File: config.mk
export PLATFORM = sky130hd
export DESIGN_NAME = conv1x1_frame_sequencer
export DESIGN_NICKNAME = d
export VERILOG_FILES = /design/src/rtl/conv1x1_frame_sequencer.sv
export SDC_FILE = /design/constraint.sdc
export NUM_CORES = 1
export LEC_CHECK = 0
export CORE_ASPECT_RATIO = 1.1
export CORE_MARGIN = 2
export CORE_UTILIZATION = 51
export DETAILED_ROUTE_END_ITERATION = 7
export GPL_TIMING_DRIVEN = 0
export PLACE_DENSITY = 0.79
export SLEW_MARGIN = 10
export SYNTH_ARGS = -nofsm -noshare
export SYNTH_HDL_FRONTEND = slang
export SYNTH_SLANG_ARGS = --single-unit
File: constraint.sdc
create_clock -name clk -period 6.32 [get_ports clk]
set_input_delay 0.632 -clock clk [delete_from_list [all_inputs] [get_ports clk]]
set_output_delay 0.632 -clock clk [all_outputs]
set_load 0.005 [all_outputs]
File: src/rtl/conv1x1_frame_sequencer.sv
// conv1x1_frame_sequencer
// Frame-level controller for the 12-channel 1x1 convolution datapath.
// A start pulse clears the datapath, then one frame of IMG_Width*IMG_Height
// pixels is read from the channel input buffers through a shared address.
// Result strobes from the datapath are turned into output-buffer writes.
// The frame ends with a done pulse, or with err set if results stop arriving.
//
// Ports:
//   clk, rst          clock (rising edge), synchronous active-high reset
//   start             frame start request, honoured only in IDLE
//   abort             cancel the current frame, honoured only while busy
//   src_ready         input buffers hold data; low suspends read issue
//   rd_en, rd_addr    read strobe and shared pixel address to the input buffers
//   conv_valid_in     rd_en delayed one cycle (one-cycle buffer read latency)
//   conv_clr          one-cycle datapath clear pulse
//   conv_valid_out    result strobe from the datapath
//   wr_en, wr_addr    output-buffer write strobe and address (combinational)
//   busy              frame in progress (CLEAR, ISSUE, DRAIN)
//   done              one-cycle frame-complete pulse
//   err               sticky timeout flag, cleared by the next accepted start
//   fsm_state         current state: 0 IDLE, 1 CLEAR, 2 ISSUE, 3 DRAIN, 4 DONE
//
// Handshake: a read is issued on every cycle rd_en is high; its data reaches
// the datapath one cycle later, flagged by conv_valid_in. Every cycle that
// conv_valid_out is high while the frame is collecting results and fewer than
// N results have been written produces exactly one write (wr_en high).
module conv1x1_frame_sequencer #(
    parameter int IMG_Width  = 3,
    parameter int IMG_Height = 3,
    parameter int ADDR_W     = 8,
    parameter int TIMEOUT    = 64
) (
    input  logic              clk,
    input  logic              rst,
    input  logic              start,
    input  logic              abort,
    input  logic              src_ready,
    output logic              rd_en,
    output logic [ADDR_W-1:0] rd_addr,
    output logic              conv_valid_in,
    output logic              conv_clr,
    input  logic              conv_valid_out,
    output logic              wr_en,
    output logic [ADDR_W-1:0] wr_addr,
    output logic              busy,
    output logic              done,
    output logic              err,
    output logic [2:0]        fsm_state
);

    localparam int CNT_W  = ADDR_W + 1;
    localparam int IDLE_W = $clog2(TIMEOUT);
    localparam logic [CNT_W-1:0]  N_C       = CNT_W'(IMG_Width * IMG_Height);
    localparam logic [CNT_W-1:0]  N_LAST    = CNT_W'(IMG_Width * IMG_Height - 1);
    localparam logic [IDLE_W-1:0] IDLE_LAST = IDLE_W'(TIMEOUT - 1);

    typedef enum logic [2:0] {
        S_IDLE  = 3'd0,
        S_CLEAR = 3'd1,
        S_ISSUE = 3'd2,
        S_DRAIN = 3'd3,
        S_DONE  = 3'd4
    } state_t;

    state_t             state;
    logic [CNT_W-1:0]   issue_cnt;
    logic [CNT_W-1:0]   res_cnt;
    logic [IDLE_W-1:0]  idle_cnt;
    logic [CNT_W-1:0]   res_next;
    logic               in_frame;

    assign fsm_state = state;
    assign in_frame  = (state == S_CLEAR) || (state == S_ISSUE) || (state == S_DRAIN);

    // Writes follow the registered datapath output directly so no result
    // strobe is lost; anything past N or outside ISSUE/DRAIN is dropped.
    assign wr_en    = conv_valid_out && ((state == S_ISSUE) || (state == S_DRAIN))
                      && (res_cnt < N_C);
    assign wr_addr  = res_cnt[ADDR_W-1:0];
    assign res_next = res_cnt + CNT_W'(wr_en);

    always_ff @(posedge clk) begin
        if (rst) begin
            state         <= S_IDLE;
            rd_en         <= 1'b0;
            rd_addr       <= '0;
            conv_valid_in <= 1'b0;
            conv_clr      <= 1'b0;
            busy          <= 1'b0;
            done          <= 1'b0;
            err           <= 1'b0;
            issue_cnt     <= '0;
            res_cnt       <= '0;
            idle_cnt      <= '0;
        end else begin
            conv_valid_in <= rd_en;
            conv_clr      <= 1'b0;
            done          <= 1'b0;
            res_cnt       <= res_next;

            if (abort && in_frame) begin
                // Abort wins over every other transition of this cycle.
                state    <= S_IDLE;
                conv_clr <= 1'b1;
                rd_en    <= 1'b0;
                busy     <= 1'b0;
            end else begin
                case (state)
                    S_IDLE: begin
                        rd_en <= 1'b0;
                        if (start) begin
                            state     <= S_CLEAR;
                            conv_clr  <= 1'b1;
                            busy      <= 1'b1;
                            err       <= 1'b0;
                            rd_addr   <= '0;
                            issue_cnt <= '0;
                            res_cnt   <= '0;
                            idle_cnt  <= '0;
                        end
                    end
                    S_CLEAR: begin
                        rd_en <= 1'b0;
                        state <= S_ISSUE;
                    end
                    S_ISSUE: begin
                        if (src_ready && (issue_cnt < N_C)) begin
                            rd_en     <= 1'b1;
                            rd_addr   <= issue_cnt[ADDR_W-1:0];
                            issue_cnt <= issue_cnt + CNT_W'(1);
                            if (issue_cnt == N_LAST) begin
                                state <= S_DRAIN;
                            end
                        end else begin
                            // Stall: address stays on the last issued pixel.
                            rd_en <= 1'b0;
                        end
                    end
                    S_DRAIN: begin
                        rd_en <= 1'b0;
                        if (res_next == N_C) begin
                            state <= S_DONE;
                            done  <= 1'b1;
                            busy  <= 1'b0;
                        end else if (!conv_valid_out) begin
                            if (idle_cnt == IDLE_LAST) begin
                                state <= S_DONE;
                                done  <= 1'b1;
                                busy  <= 1'b0;
                                err   <= 1'b1;
                            end else begin
                                idle_cnt <= idle_cnt + IDLE_W'(1);
                            end
                        end else begin
                            idle_cnt <= '0;
                        end
                    end
                    S_DONE: begin
                        rd_en <= 1'b0;
                        state <= S_IDLE;
                    end
                    default: begin
                        rd_en <= 1'b0;
                        state <= S_IDLE;
                    end
                endcase
            end
        end
    end

endmodule

==> results by stage, run 1 <==
Power and ir drop:
- The leakage power figure is 0.933 nW.
- The power density over cell area is 227 nW/um^2.
- The design draws 0.000558 W.
- IR analysis of the VDD net gives a maximum drop of 0.128 mV.

Logic synthesis:
- Among all cell types in the netlist, the one instantiated most often is sky130_fd_sc_hd__dfxtp_1.
- Among all flip-flop cells after synthesis, the most frequent one is sky130_fd_sc_hd__dfxtp_1.
- The post-synthesis cell area is 1950 sq um.
- The number of warning messages in the yosys log is 0.
- The area share of the largest cell type after synthesis is 42.1%.
- Ranked by instance count, the synthesized netlist is headed by sky130_fd_sc_hd__dfxtp_1 (41), sky130_fd_sc_hd__nor2_1 (18), sky130_fd_sc_hd__and2_1 (12), sky130_fd_sc_hd__buf_4 (12), sky130_fd_sc_hd__a21oi_1 (10).
- The cell type contributing the most total cell area after synthesis is sky130_fd_sc_hd__dfxtp_1.
- The number of synthesized flops with an enable pin is 0.
- The average cell area after synthesis is 9.47 sq um.
- Of all flip-flops after synthesis, the portion carrying an async set or reset was 0%.
- The synthesized design contains 41 register bits.
- The post-synthesis instance total is 206.
- Sorting the synthesized cells by area gives the leading types as sky130_fd_sc_hd__dfxtp_1 (42%), sky130_fd_sc_hd__buf_4 (4.6%), sky130_fd_sc_hd__and2_1 (3.8%), sky130_fd_sc_hd__nor2_1 (3.5%), sky130_fd_sc_hd__ha_1 (3.2%).
- The number of nets in the synthesized netlist is 217.
- In this run, distinct cell masters in the synthesized netlist total 51.
- Summing the sequential cell areas from Yosys gives 42.1% of the chip area.

Setup path:
- In this run the worst path has a maximum fanout of 6.
- In this design, the stage delay of the slowest critical-path cell is 0.57 ns.
- The element type at the critical path start is a primary input.
- The arrival time of data at the critical path endpoint is 3.32 ns.
- The worst-path cell with the longest stage delay is sky130_fd_sc_hd__clkdlybuf4s50_1.
- STA puts the critical path data required time at 6.51 ns.
- The category of the critical setup timing path is in2reg.
- The internal reg-to-reg setup slack is 3.37 ns.
- In this design, the largest share of critical-path delay is due to compound AO/OA/AOI/OAI gates.
- The kind of end point of the critical path is a flip-flop.
- The most numerous cell type found on the critical path is sky130_fd_sc_hd__ha_1.
- The signal on the critical path passes through clkdlybuf4s50_1 -> nand4_1 -> a21oi_1 -> ha_1 -> ha_1 -> buf_2 -> xor2_1 -> nor4_2 -> o221ai_1 -> o211ai_1 -> a32o_1.
- Counting both buffers and inverters, the worst setup path holds a total of 2.

Route:
- The number of DRC markers in iteration 0 is 46.
- The count of nets left with antenna violations once routing finished came out at 0.
- The detailed-route DRC error count is 0.
- After detailed routing, the total wire length is 3830 microns.
- The average routed wire per standard cell is 13.0 microns.
- The total number of vias is 1,609.
- The per-cell via count in the routed design is 5.45.
- The first TritonRoute pass finished after 4 iterations.

Layout:
- Relative to the synthesized area, the layout overhead comes to 26.2%.
- The repair_antennas step left the layout with diodes totalling 0.
- For this run, the post-layout net count is 255.
- The share of final-layout standard cells stronger than drive strength 1 is 13.5%.

Timing:
- Setup violations remaining at the end of the flow were counted as 0.
- The highest achievable clock rate is 0.320 GHz.
- Setup repair after global routing left no endpoint under its margin.
- The relative max-transition margin is 58.7%.
- After layout, the minimum clock period comes to 3.13 ns.
- The clock arrives with 0.00552 ns of skew.
- The number of hold violations in the final report was 0.
- The max-slew violation total from the final report is 0.
- The actual transition at the worst max-transition pin is 0.611 ns.
- The final total negative setup slack is 0 ns.
- Dividing the final minimum period by the clock period gives 49.5%.

GRT:
- The initial antenna violation count is 0.
- Entering global routing, the biggest net connects 15 pins.
- Summed over all layers, the global routing overflow is 0.
- The first-pass GRT wire length is 6640 microns.
- The number of global-route vias before repair is 1,483.
- The global-route usage over all layers is 19.3%.

Clock network:
- The total clock sinks is 41.
- The worst-case clock buffer depth is 2.
- The clock tree from TritonCTS is done.
- The number of resized instances in the post-cts repair step is 0.
- Buffers inserted during clock tree synthesis total 5.
- The latest clock arrival within the worst-skew pair is 0.29 ns.
- The root buffer selected by CTS is sky130_fd_sc_hd__clkbuf_8.
- The number of hold buffers added after CTS was 0.
- The clock transition at the registers of the reported paths is 0.08 ns.
- The H-tree was split into 2 levels.
- The number of setup buffers added after CTS is 0.

Die:
- The floorplan has 23 rows.
- The core region is 3650 sq um.
- The die area is 4340 sq um.
- The width of the chip is 63.0 microns.
- The effective utilization at floorplan is 53.4%.
- The I/O pin total is 32.
- The floorplan die height is 68.9 microns.

Flow run:
- Across the run, the number of max-cap violations was 0.

Min path:
- The worst hold path belongs to the class reg2reg.

Placed design:
- The sum of net half-perimeters after detailed placement is 2810 microns.
- The count of buffers added on input and output ports is 31.
- Routability-driven placement finished with a final weighted congestion of 0.841.

Run status:
- The flow ran to the end, and the final reports show no timing, DRC or antenna violations.
[state kept, by name, summed over array words and instances, names as in the netlist]
register	flops
busy	1
conv_clr	1
conv_valid_in	1
done	1
err	1
fsm_state	3
idle_cnt	6
issue_cnt	9
rd_addr	8
rd_en	1
res_cnt	9
[per-stage QoR]
stage          util [%]  hold WS, ns  setup WS, ns  instance area [sq um]  instances
6_report           67.3        0.461          3.19                   2460        295
5_1_grt            67.3        0.481          2.97                   2460        295
4_1_cts            67.3        0.460          3.21                   2460        295
3_5_place_dp       63.6        0.440          2.90                   2320        287
3_3_place_gp       63.6        0.438          2.94                   2320        287
2_1_floorplan         -        0.422          3.64                   1950        206
[kinds of logic after synthesis]
kind of cell | after synthesis | synth area share, %
flops | 41 | 42.1
compound gates | 43 | 17.6
buf+inv | 23 | 7.25
fa+ha+maj | 5 | 3.21
mux | 1 | 0.513
simple gates | 86 | 26.2
xor+xnor | 7 | 3.14
[path summary, 6_finish.rpt]
path / from / cells after the start / end
worst max-delay path: conv_valid_out / 11 / idle_cnt[5]
worst min-delay path: issue_cnt[8] / 1 / issue_cnt[8]
worst max register to register: res_cnt[5] / 12 / idle_cnt[5]
worst min register to register: issue_cnt[8] / 1 / issue_cnt[8]
[area by class of cell]
class | instances | area, sq um
Fill cell | 321 | 1190
Clock buffer | 5 | 68.8
Inverter | 6 | 22.5
Sequential cell | 41 | 821
Clock inverter | 3 | 68.8
Buffer | 17 | 119
Timing Repair Buffer | 31 | 310
Multi-Input combinational cell | 142 | 988
Tap cell | 50 | 62.6
[report_power, final]
part	total, W	leakage, nW	switching (W)	internal [W]
sequential	0.000265	0.331	0.00000374	0.000261
clock	0.000252	0.0687	0.0000934	0.000159
combinational	0.0000402	0.533	0.0000224	0.0000178
total	0.000558	0.933	0.000120	0.000438
[worst register-to-register path, cell delays in order (launching register included)]
cell and delay [ns]:
sky130_fd_sc_hd__dfxtp_1 0.32, sky130_fd_sc_hd__buf_4 0.16, sky130_fd_sc_hd__nor4_1 0.24, sky130_fd_sc_hd__nand4_1 0.13
sky130_fd_sc_hd__a21oi_1 0.21, sky130_fd_sc_hd__ha_1 0.27, sky130_fd_sc_hd__ha_1 0.17, sky130_fd_sc_hd__buf_2 0.18
sky130_fd_sc_hd__xor2_1 0.19, sky130_fd_sc_hd__nor4_2 0.09, sky130_fd_sc_hd__o221ai_1 0.43, sky130_fd_sc_hd__o211ai_1 0.17
sky130_fd_sc_hd__a32o_1 0.28
[cell usage in the layout, fill, tap and decap left out, types with 3 or more instances in the layout]
cell and count:
sky130_fd_sc_hd__a21oi_1 10, sky130_fd_sc_hd__a22o_1 5, sky130_fd_sc_hd__a32o_1 4, sky130_fd_sc_hd__and2_1 12, sky130_fd_sc_hd__and3_1 4, sky130_fd_sc_hd__buf_4 12
sky130_fd_sc_hd__clkbuf_8 5, sky130_fd_sc_hd__clkdlybuf4s50_1 31, sky130_fd_sc_hd__dfxtp_1 41, sky130_fd_sc_hd__ha_1 5, sky130_fd_sc_hd__inv_1 6, sky130_fd_sc_hd__nand2_1 9
sky130_fd_sc_hd__nand2b_1 3, sky130_fd_sc_hd__nand3_1 5, sky130_fd_sc_hd__nand3b_1 3, sky130_fd_sc_hd__nand4_1 5, sky130_fd_sc_hd__nor2_1 18, sky130_fd_sc_hd__nor3_1 6
sky130_fd_sc_hd__nor3b_1 3, sky130_fd_sc_hd__nor4_1 3, sky130_fd_sc_hd__nor4_2 3, sky130_fd_sc_hd__o211ai_1 3, sky130_fd_sc_hd__o21a_1 4, sky130_fd_sc_hd__o21ai_0 3
sky130_fd_sc_hd__xnor2_1 3, sky130_fd_sc_hd__xor2_1 4
[layer usage]
metal | wire length (microns) | track usage (%) | share of wire, % | vias up
met5 | 0 | 0 | 0 | -
met4 | 31 | 7.78 | 0.81 | 0
met3 | 132 | 3.41 | 3.4 | 4
met2 | 1780 | 33.0 | 47 | 33
met1 | 1880 | 24.5 | 49 | 751
li1 | - | - | - | 821
Power figures use the tool's default switching activity.
==> run 2: changes to the inputs <==
--- a/config.mk
+++ b/config.mk
@@ -7,10 +7,10 @@
 export LEC_CHECK = 0
 export CORE_ASPECT_RATIO = 1.1
 export CORE_MARGIN = 2
-export CORE_UTILIZATION = 51
+export CORE_UTILIZATION = 47
 export DETAILED_ROUTE_END_ITERATION = 7
 export GPL_TIMING_DRIVEN = 0
-export PLACE_DENSITY = 0.79
+export PLACE_DENSITY = 0.77
 export SLEW_MARGIN = 10
 export SYNTH_ARGS = -nofsm -noshare
 export SYNTH_HDL_FRONTEND = slang
==> constraint.sdc (replaced) <==
create_clock -name clk -period 2.5 [get_ports clk]
set_input_delay 0.25 -clock clk [delete_from_list [all_inputs] [get_ports clk]]
set_output_delay 0.25 -clock clk [all_outputs]
set_load 0.005 [all_outputs]
==> results by stage, run 2 (synthesized netlist as in run 1, its figures left out) <==
Die:
- The floorplan die height came to 71.6 microns (was 68.9 microns).
- The standard cell core area was 3960 sq um (was 3650 sq um).
- The width of the chip is 65.4 microns (was 63.0 microns).
- The I/O pin total is 32 (unchanged).
- The effective utilization at floorplan is 49.2% (was 53.4%).
- The die area is 4680 sq um (was 4340 sq um).
- The number of rows created at floorplan came to 24 (was 23).

Power and ir drop:
- The leakage power figure is 0.942 nW (was 0.933 nW).
- The internal power of the cells is 0.000957 W (was 0.000438 W).
- The relative contribution of sequential cells to total power is 53.6% (was 47.5%).
- The power dissipated by switching net loads is 0.000293 W (was 0.000120 W).
- The worst voltage drop across the vdd grid is 0.334 mV (was 0.128 mV).
- The total power draw is 0.00125 W (was 0.000558 W).
- The power density over cell area is 483 nW/um^2 (was 227 nW/um^2).
- The relative contribution of combinational cells to total power is 8.6% (was 7.2%).
- The clock group share of total power came to 37.8% (was 45.3%).
- The switching part of the total came to 23.5% (was 21.4%).

Timing:
- The smallest hold slack is 0.458 ns (was 0.461 ns).
- The actual transition at the worst max-transition pin is 0.532 ns (was 0.611 ns).
- The clock skew after layout was 0.00744 ns (was 0.00552 ns).
- The max-slew violation total from the final report is 0 (unchanged).
- Unrepaired setup endpoints after global routing: true (was false).
- The number of hold violations in the final report came to 0 (unchanged).
- The relative max-transition margin is 64.4% (was 58.7%).
- The worst setup margin was -0.00644 ns (was 3.19 ns).
- The final-report setup violation count is 1 (was 0).
- Dividing the final minimum period by the clock period gives 100%.
- The worst path in the final design needs a cycle of 2.51 ns, including I/O delays and setup.
- The highest achievable clock rate is 0.399 GHz.
- The final total negative setup slack came to -0.00644 ns (was 0 ns).

Placed design:
- The number of buffer cells added on primary ports is 31 (unchanged).
- The sum of net half-perimeters after detailed placement was 2960 microns (was 2810 microns).
- The global placer's final weighted congestion is 0.863 (was 0.841).
- The number of placed instances with taps included is 289 (was 287).

Setup path:
- The library cell appearing most often on the critical path is sky130_fd_sc_hd__ha_4 (was sky130_fd_sc_hd__ha_1).
- The kind of end point of the critical path is a flip-flop (unchanged).
- The worst-path cell with the longest stage delay is sky130_fd_sc_hd__or4_4 (was sky130_fd_sc_hd__clkdlybuf4s50_1).
- The largest stage delay on the critical path is 0.51 ns (was 0.57 ns).
- Critical path, cell by cell: buf_6 -> or3_4 -> a21oi_4 -> ha_4 -> ha_4 -> xor2_4 -> nor4_4 -> o221a_4 -> or4_4 -> a21oi_2 (was clkdlybuf4s50_1 -> nand4_1 -> a21oi_1 -> ha_1 -> ha_1 -> buf_2 -> xor2_1 -> nor4_2 -> o221ai_1 -> o211ai_1 -> a32o_1).
- The arrival time of data at the critical path endpoint is 2.74 ns (was 3.32 ns).
- The element type at the critical path start is a flip-flop (was primary input).
- The endpoint required time on the critical path is 2.73 ns (was 6.51 ns).
- The worst path buffer plus inverter count is 1 (was 2).
- The category of the critical setup timing path is reg2reg (was in2reg).
- The critical path's top delay family is simple AND/OR/NAND/NOR gates (was compound AO/OA/AOI/OAI gates).
- The maximum fanout along the worst path came to 8 (was 6).

Clock network:
- The number of levels in the clock H-tree was 2 (unchanged).
- The clock tree from TritonCTS is done (unchanged).
- The latest clock arrival within the worst-skew pair is 0.29 ns (about the same).
- The number of hold buffers added after cts is 0 (unchanged).
- The total clock sinks was 41 (unchanged).
- The number of CTS-inserted buffers is 5 (unchanged).
- The worst-case clock buffer depth is 2 (unchanged).
- The root buffer selected by CTS is sky130_fd_sc_hd__clkbuf_8 (unchanged).
- The clock transition at the registers of the reported paths came to 0.08 ns (about the same).

GRT:
- The pin count of the biggest net entering global routing is 13 (was 15).
- The remaining global-route overflow came to 0 (unchanged).
- The first-pass GRT wire length came to 6850 microns (was 6640 microns).
- The number of global-route vias before repair is 1,504 (was 1,483).
- The initial antenna violation count is 0 (unchanged).
- The global-route usage over all layers is 18.8% (was 19.3%).

Run status:
- The final reports fail on setup timing.
- Outcome: finished with violations (was completed).

Route:
- The per-cell via count in the routed design is 5.46 (was 5.45).
- The total wire length after detailed routing was 4210 microns (was 3830 microns).
- The average routed wire per standard cell was 14.0 microns (was 13.0 microns).
- The total number of vias is 1,639 (was 1,609).
- The first-pass detailed-route iteration total is 4 (unchanged).
- The number of DRC markers in iteration 0 was 114 (was 46).
- The detailed-route DRC error count came to 0 (unchanged).
- The number of nets still failing antenna checks after routing is 0 (unchanged).

Layout:
- The register cell area after layout is 831 sq um (was 821 sq um).
- The most frequent standard cell in the layout excluding fill and tap cells is sky130_fd_sc_hd__dfxtp_1 (unchanged).
- Leading cell types in the layout, fill and taps excluded: sky130_fd_sc_hd__dfxtp_1 (35), sky130_fd_sc_hd__clkdlybuf4s50_1 (31), sky130_fd_sc_hd__nor2_1 (18) (was sky130_fd_sc_hd__dfxtp_1 (41), sky130_fd_sc_hd__clkdlybuf4s50_1 (31), sky130_fd_sc_hd__nor2_1 (18)).
- The area used by multi-input combinational logic is 1110 sq um (was 988 sq um).
- The final core utilization is 65.4% (was 67.3%).
- The filler cell count is 339 (was 321).
- The share of final-layout standard cells stronger than drive strength 1 came to 21.8% (was 13.5%).
- Registers with the most flip-flops: issue_cnt (9), res_cnt (9), rd_addr (8) (unchanged).
- The layout net count came to 258 (was 255).
- The number of inserted diodes was 0 (unchanged).
- The post-synthesis to final-layout area growth is 32.9% (was 26.2%).
- The final instance count without filler cells is 300 (was 295).

Min path:
- The worst min-delay path class is reg2reg (unchanged).

Flow run:
- The total of max-cap violations was 0 (unchanged).
-- run 2: worst paths after layout --
kind	slack [ns]	endpoint	cells after the start	startpoint
setup / recovery	-0.006	idle_cnt[0]	10	res_cnt[2]
hold / removal	0.46	issue_cnt[7]	1	issue_cnt[7]
setup reg to reg	-0.006	idle_cnt[0]	10	res_cnt[2]
hold reg to reg	0.46	issue_cnt[7]	1	issue_cnt[7]
-- run 2: stage by stage --
| step | cell area (sq um) | setup WS (ns) |
|---|---|---|
| global placement | 2370 | -0.370 |
| CTS | 2550 | 0.0146 |
| global route | 2590 | -0.0842 |
| floorplan | 1990 | -0.0180 |
| detailed placement | 2370 | -0.388 |
| finish | 2590 | -0.00644 |
-- run 2: layout make-up --
type,instances,share of cell area (%)
tap,52,2.51
sequential,41,32.0
timing repair buffer,36,13.4
multi-input combinational,142,42.9
clock inverter,1,0.193
clock buffer,7,3.72
inverter,6,0.869
buffer,15,4.39
-- run 2: repair_timing --
item,CTS,global route
setup buffers,5,0
setup endpoints to repair,10,12
resized for setup,11,9
pin swaps,4,5
-- run 2: power groups by stage --
stage                     clock (W)  combinational [W]  sequential, W
after floorplan                   0          0.0000588       0.000684
after global placement            0           0.000102       0.000686
after detailed placement          0           0.000102       0.000686
after CTS                  0.000480           0.000105       0.000670
after global routing       0.000506           0.000119       0.000672
final                      0.000473           0.000108       0.000670
-- run 2: per-layer routing --
| metal | GRT usage, % | vias up | share of wire (%) |
|---|---|---|---|
| met3 | 5.02 | 5 | 4.7 |
| li1 | - | 827 | - |
| met4 | 5.56 | 0 | 0.90 |
| met1 | 25.8 | 764 | 47 |
| met5 | 0 | - | 0 |
| met2 | 29.4 | 43 | 47 |
==> run 3: changes to the inputs <==
--- a/config.mk
+++ b/config.mk
@@ -5,9 +5,10 @@
 export SDC_FILE = /design/constraint.sdc
 export NUM_CORES = 1
 export LEC_CHECK = 0
+export ABC_AREA = 1
 export CORE_ASPECT_RATIO = 1.1
 export CORE_MARGIN = 2
-export CORE_UTILIZATION = 47
+export CORE_UTILIZATION = 48
 export DETAILED_ROUTE_END_ITERATION = 7
 export GPL_TIMING_DRIVEN = 0
 export PLACE_DENSITY = 0.77
==> results by stage, run 3 <==
Logic synthesis:
- The part of the Yosys area used for sequential elements came to 40.0% (was 42.1%).
- The area share of the largest cell type after synthesis is 40.0% (was 42.1%).
- The post-synthesis cell area was 2050 sq um (was 1950 sq um).
- The most common cell in the synthesized netlist is sky130_fd_sc_hd__nand2_1 (was sky130_fd_sc_hd__dfxtp_1).
- The average cell area after synthesis came to 7.08 sq um (was 9.47 sq um).
- The number of warning messages in the yosys log is 0 (unchanged).
- The share of async-settable or async-resettable flops after synthesis is 0% (unchanged).
- The cell type contributing the most total cell area after synthesis was sky130_fd_sc_hd__dfxtp_1 (unchanged).
- The post-synthesis instance total is 290 (was 206).
- Most area-consuming cells after synthesis: sky130_fd_sc_hd__dfxtp_1 (40%), sky130_fd_sc_hd__nand2_1 (11%), sky130_fd_sc_hd__nor2_1 (7.7%), sky130_fd_sc_hd__inv_1 (7.1%), sky130_fd_sc_hd__nand3_1 (5.1%) (was sky130_fd_sc_hd__dfxtp_1 (42%), sky130_fd_sc_hd__buf_4 (4.6%), sky130_fd_sc_hd__and2_1 (3.8%), sky130_fd_sc_hd__nor2_1 (3.5%), sky130_fd_sc_hd__ha_1 (3.2%)).
- The number of distinct library cells after synthesis was 29 (was 51).
- The number of synthesized flops with an enable pin is 0 (unchanged).
- The top flip-flop cell by instance count after synthesis is sky130_fd_sc_hd__dfxtp_1 (unchanged).
- The post-synthesis net count came to 301 (was 217).
- Ranking of synthesized cells by instance count: sky130_fd_sc_hd__nand2_1 (61), sky130_fd_sc_hd__nor2_1 (42), sky130_fd_sc_hd__dfxtp_1 (41), sky130_fd_sc_hd__inv_1 (39), sky130_fd_sc_hd__nand3_1 (21) (was sky130_fd_sc_hd__dfxtp_1 (41), sky130_fd_sc_hd__nor2_1 (18), sky130_fd_sc_hd__and2_1 (12), sky130_fd_sc_hd__buf_4 (12), sky130_fd_sc_hd__a21oi_1 (10)).
- The total of flip-flops plus latches after synthesis is 41 (unchanged).

Layout:
- The area used by multi-input combinational logic is 1090 sq um (was 1110 sq um).
- The post-synthesis to final-layout area growth came to 30.7% (was 32.9%).
- The layout net count is 344 (was 258).
- The filler cell count came to 346 (was 339).
- The final core utilization came to 66.7% (was 65.4%).
- The most frequent standard cell in the layout excluding fill and tap cells is sky130_fd_sc_hd__nand2_1 (was sky130_fd_sc_hd__dfxtp_1).
- Registers with the most flip-flops: issue_cnt (9), res_cnt (9), rd_addr (8) (unchanged).
- The cell area after layout was 2680 sq um (was 2590 sq um).
- Leading cell types in the layout, fill and taps excluded: sky130_fd_sc_hd__nand2_1 (56), sky130_fd_sc_hd__nor2_1 (42), sky130_fd_sc_hd__inv_1 (37) (was sky130_fd_sc_hd__dfxtp_1 (35), sky130_fd_sc_hd__clkdlybuf4s50_1 (31), sky130_fd_sc_hd__nor2_1 (18)).
- The register cell area after layout is 838 sq um (was 831 sq um).
- The number of inserted diodes is 0 (unchanged).
- The share of final-layout standard cells stronger than drive strength 1 is 19.8% (was 21.8%).

Timing:
- The relative max-transition margin is 66.0% (was 64.4%).
- The post-route minimum period came to 2.40 ns (was 2.51 ns).
- Unrepaired setup endpoints after global routing: true (unchanged).
- The highest achievable clock rate is 0.417 GHz (was 0.399 GHz).
- The max-slew violation total from the final report is 0 (unchanged).
- The number of hold violations in the final report is 0 (unchanged).
- The portion of the clock cycle consumed by the worst path in the final layout is 95.9% (was 100%).
- The clock skew after layout is 0.00556 ns (was 0.00744 ns).
- The final-report setup violation count is 0 (was 1).
- The actual transition at the worst max-transition pin is 0.509 ns (was 0.532 ns).

GRT:
- The global-route met3 utilization is 5.56% (was 5.02%).
- The pin count of the biggest net entering global routing is 13 (unchanged).
- The initial antenna violation count is 0 (unchanged).
- The first-pass GRT wire length is 7570 microns (was 6850 microns).
- The number of global-route vias before repair is 1,722 (was 1,504).
- The fraction of met1 tracks used by global routing is 26.8% (was 25.8%).
- The global-route usage over all layers was 20.5% (was 18.8%).
- The most heavily used metal layer in global routing is met2 (unchanged).
- The met2 track demand over resource in global routing is 31.8% (was 29.4%).
- The remaining global-route overflow is 0 (unchanged).

Min path:
- The worst min-delay path class was reg2reg (unchanged).

Setup path:
- The arrival time of data at the critical path endpoint is 2.60 ns (was 2.74 ns).
- The kind of end point of the critical path is a flip-flop (unchanged).
- Critical path, cell by cell: nor4_4 -> o211a_1 -> ha_2 -> ha_4 -> nand3_4 -> nor2_4 -> nand2_1 -> nand2_2 -> nand2_2 -> nor2_4 -> nand2_4 -> nand2_2 -> nand2_2 -> inv_2 -> nand3_1 -> nand2_1 -> nor2_1 (was buf_6 -> or3_4 -> a21oi_4 -> ha_4 -> ha_4 -> xor2_4 -> nor4_4 -> o221a_4 -> or4_4 -> a21oi_2).
- The worst-path cell with the longest stage delay is sky130_fd_sc_hd__dfxtp_4 (was sky130_fd_sc_hd__or4_4).
- The largest stage delay on the critical path is 0.37 ns (was 0.51 ns).
- The library cell appearing most often on the critical path is sky130_fd_sc_hd__nand2_2 (was sky130_fd_sc_hd__ha_4).
- The maximum fanout along the worst path came to 5 (was 8).
- The worst path buffer plus inverter count was 1 (unchanged).
- The element type at the critical path start is a flip-flop (unchanged).
- The endpoint required time on the critical path came to 2.71 ns (was 2.73 ns).
- The critical path's top delay family is simple AND/OR/NAND/NOR gates (unchanged).
- The category of the critical setup timing path is reg2reg (unchanged).

Die:
- The floorplan die height is 72.6 microns (was 71.6 microns).
- The die area came to 4810 sq um (was 4680 sq um).
- The number of rows created at floorplan is 24 (unchanged).
- The width of the chip is 66.3 microns (was 65.4 microns).
- The standard cell core area is 4020 sq um (was 3960 sq um).
- The effective utilization at floorplan is 51.0% (was 49.2%).
- The I/O pin total was 32 (unchanged).

Route:
- The first-pass detailed-route iteration total came to 4 (unchanged).
- The number of nets still failing antenna checks after routing is 0 (unchanged).
- The total number of vias is 1,969 (was 1,639).
- The per-cell via count in the routed design was 5.11 (was 5.46).
- The number of DRC markers in iteration 0 was 91 (was 114).
- The detailed-route DRC error count is 0 (unchanged).
- The average routed wire per standard cell is 11.7 microns (was 14.0 microns).
- The total wire length after detailed routing is 4500 microns (was 4210 microns).

Clock network:
- The root buffer selected by CTS is sky130_fd_sc_hd__clkbuf_8 (unchanged).
- The worst-case clock buffer depth was 2 (unchanged).
- The latest clock arrival within the worst-skew pair is 0.30 ns (was 0.29 ns).
- The total clock sinks came to 41 (unchanged).
- The clock tree from TritonCTS is done (unchanged).
- The number of levels in the clock H-tree is 2 (unchanged).
- The number of CTS-inserted buffers is 5 (unchanged).
- The clock transition at the registers of the reported paths came to 0.08 ns (about the same).

Power and ir drop:
- The clock group share of total power is 25.8% (was 37.8%).
- The worst voltage drop across the vdd grid was 0.373 mV (was 0.334 mV).
- The relative contribution of combinational cells to total power is 37.2% (was 8.6%).
- The switching part of the total came to 36.5% (was 23.5%).
- The leakage power figure is 1.10 nW (was 0.942 nW).
- The relative contribution of sequential cells to total power was 37.0% (was 53.6%).
- The power density over cell area was 761 nW/um^2 (was 483 nW/um^2).
- The internal power of the cells is 0.00130 W (was 0.000957 W).
- The power dissipated by switching net loads was 0.000745 W (was 0.000293 W).

Placed design:
- The number of buffer cells added on primary ports is 31 (unchanged).
- The placement-stage cell area is 2430 sq um (was 2370 sq um).
- The sum of net half-perimeters after detailed placement is 3130 microns (was 2960 microns).
- The global placer's final weighted congestion came to 0.826 (was 0.863).

Run status:
- Outcome: completed (was finished with violations).

Flow run:
- The total of max-cap violations is 0 (unchanged).
run 3: what timing repair did:
item / in CTS / in global routing
setup endpoints to repair: 11 / 11
setup buffers: 1 / 4
cloned: 0 / 0
pin swaps: 1 / 9
gates resized for setup: 7 / 28
hold buffers: 0 / 0
run 3: layer usage:
layer  wire length, microns  share of wire (%)
met4                     75                1.7
met5                      0                  0
met3                    237                5.3
met1                   2010                 45
met2                   2180                 48
run 3: kinds of logic (layout without fill, tap and decap cells):
group / after synthesis / count (layout) / share of synthesized area [%]
AO/OA/AOI/OAI: 33 / 33 / 9.02
XOR/XNOR: 1 / 1 / 0.427
adder cells (fa/ha/maj): 5 / 5 / 3.05
buffers and inverters: 53 / 96 / 11.2
flip-flops: 41 / 41 / 40.0
AND/OR/NAND/NOR: 157 / 157 / 36.3
run 3: cell type report:
class                      instances  share of cell area [%]
buffer                            12                    2.80
clock buffer                       5                    2.57
clock inverter                     2                    1.31
inverter                          41                    5.83
multi-input combinational        196                    40.8
sequential                        41                    31.3
tap                               52                    2.43
timing repair buffer              36                    13.1
run 3: worst paths after layout:
check,startpoint,endpoint,slack [ns],cells after the start
worst max register to register,res_cnt[7],busy,0.10,17
worst max-delay path,res_cnt[7],busy,0.10,17
worst min register to register,rd_en,conv_valid_in,0.43,2
worst min-delay path,rd_en,conv_valid_in,0.43,2
run 3: worst min-delay path: stages (launching register included):
cell and delay [ns]:
sky130_fd_sc_hd__dfxtp_1 0.32, sky130_fd_sc_hd__inv_1 0.05, sky130_fd_sc_hd__nor2_1 0.03
run 3: stage by stage:
step / hold slack [ns] / std cells / TNS (ns) / total power [W] / setup slack (ns)
floorplan: 0.319 / 290 / 0 / 0.00125 / 0.168
global placement: 0.418 / 373 / -4.57 / 0.00144 / -0.445
detailed placement: 0.416 / 373 / -4.80 / 0.00145 / -0.461
CTS: 0.432 / 381 / 0 / 0.00199 / 0.0198
global route: 0.455 / 385 / -0.464 / 0.00219 / -0.0722
finish: 0.431 / 385 / 0 / 0.00204 / 0.102
run 3: power groups by stage:
stage | combinational [W] | sequential, W | clock (W)
2_1_floorplan | 0.000485 | 0.000764 | 0
3_3_place_gp | 0.000676 | 0.000765 | 0
3_5_place_dp | 0.000687 | 0.000768 | 0
4_1_cts | 0.000707 | 0.000755 | 0.000530
5_1_grt | 0.000862 | 0.000765 | 0.000563
6_report | 0.000760 | 0.000756 | 0.000527
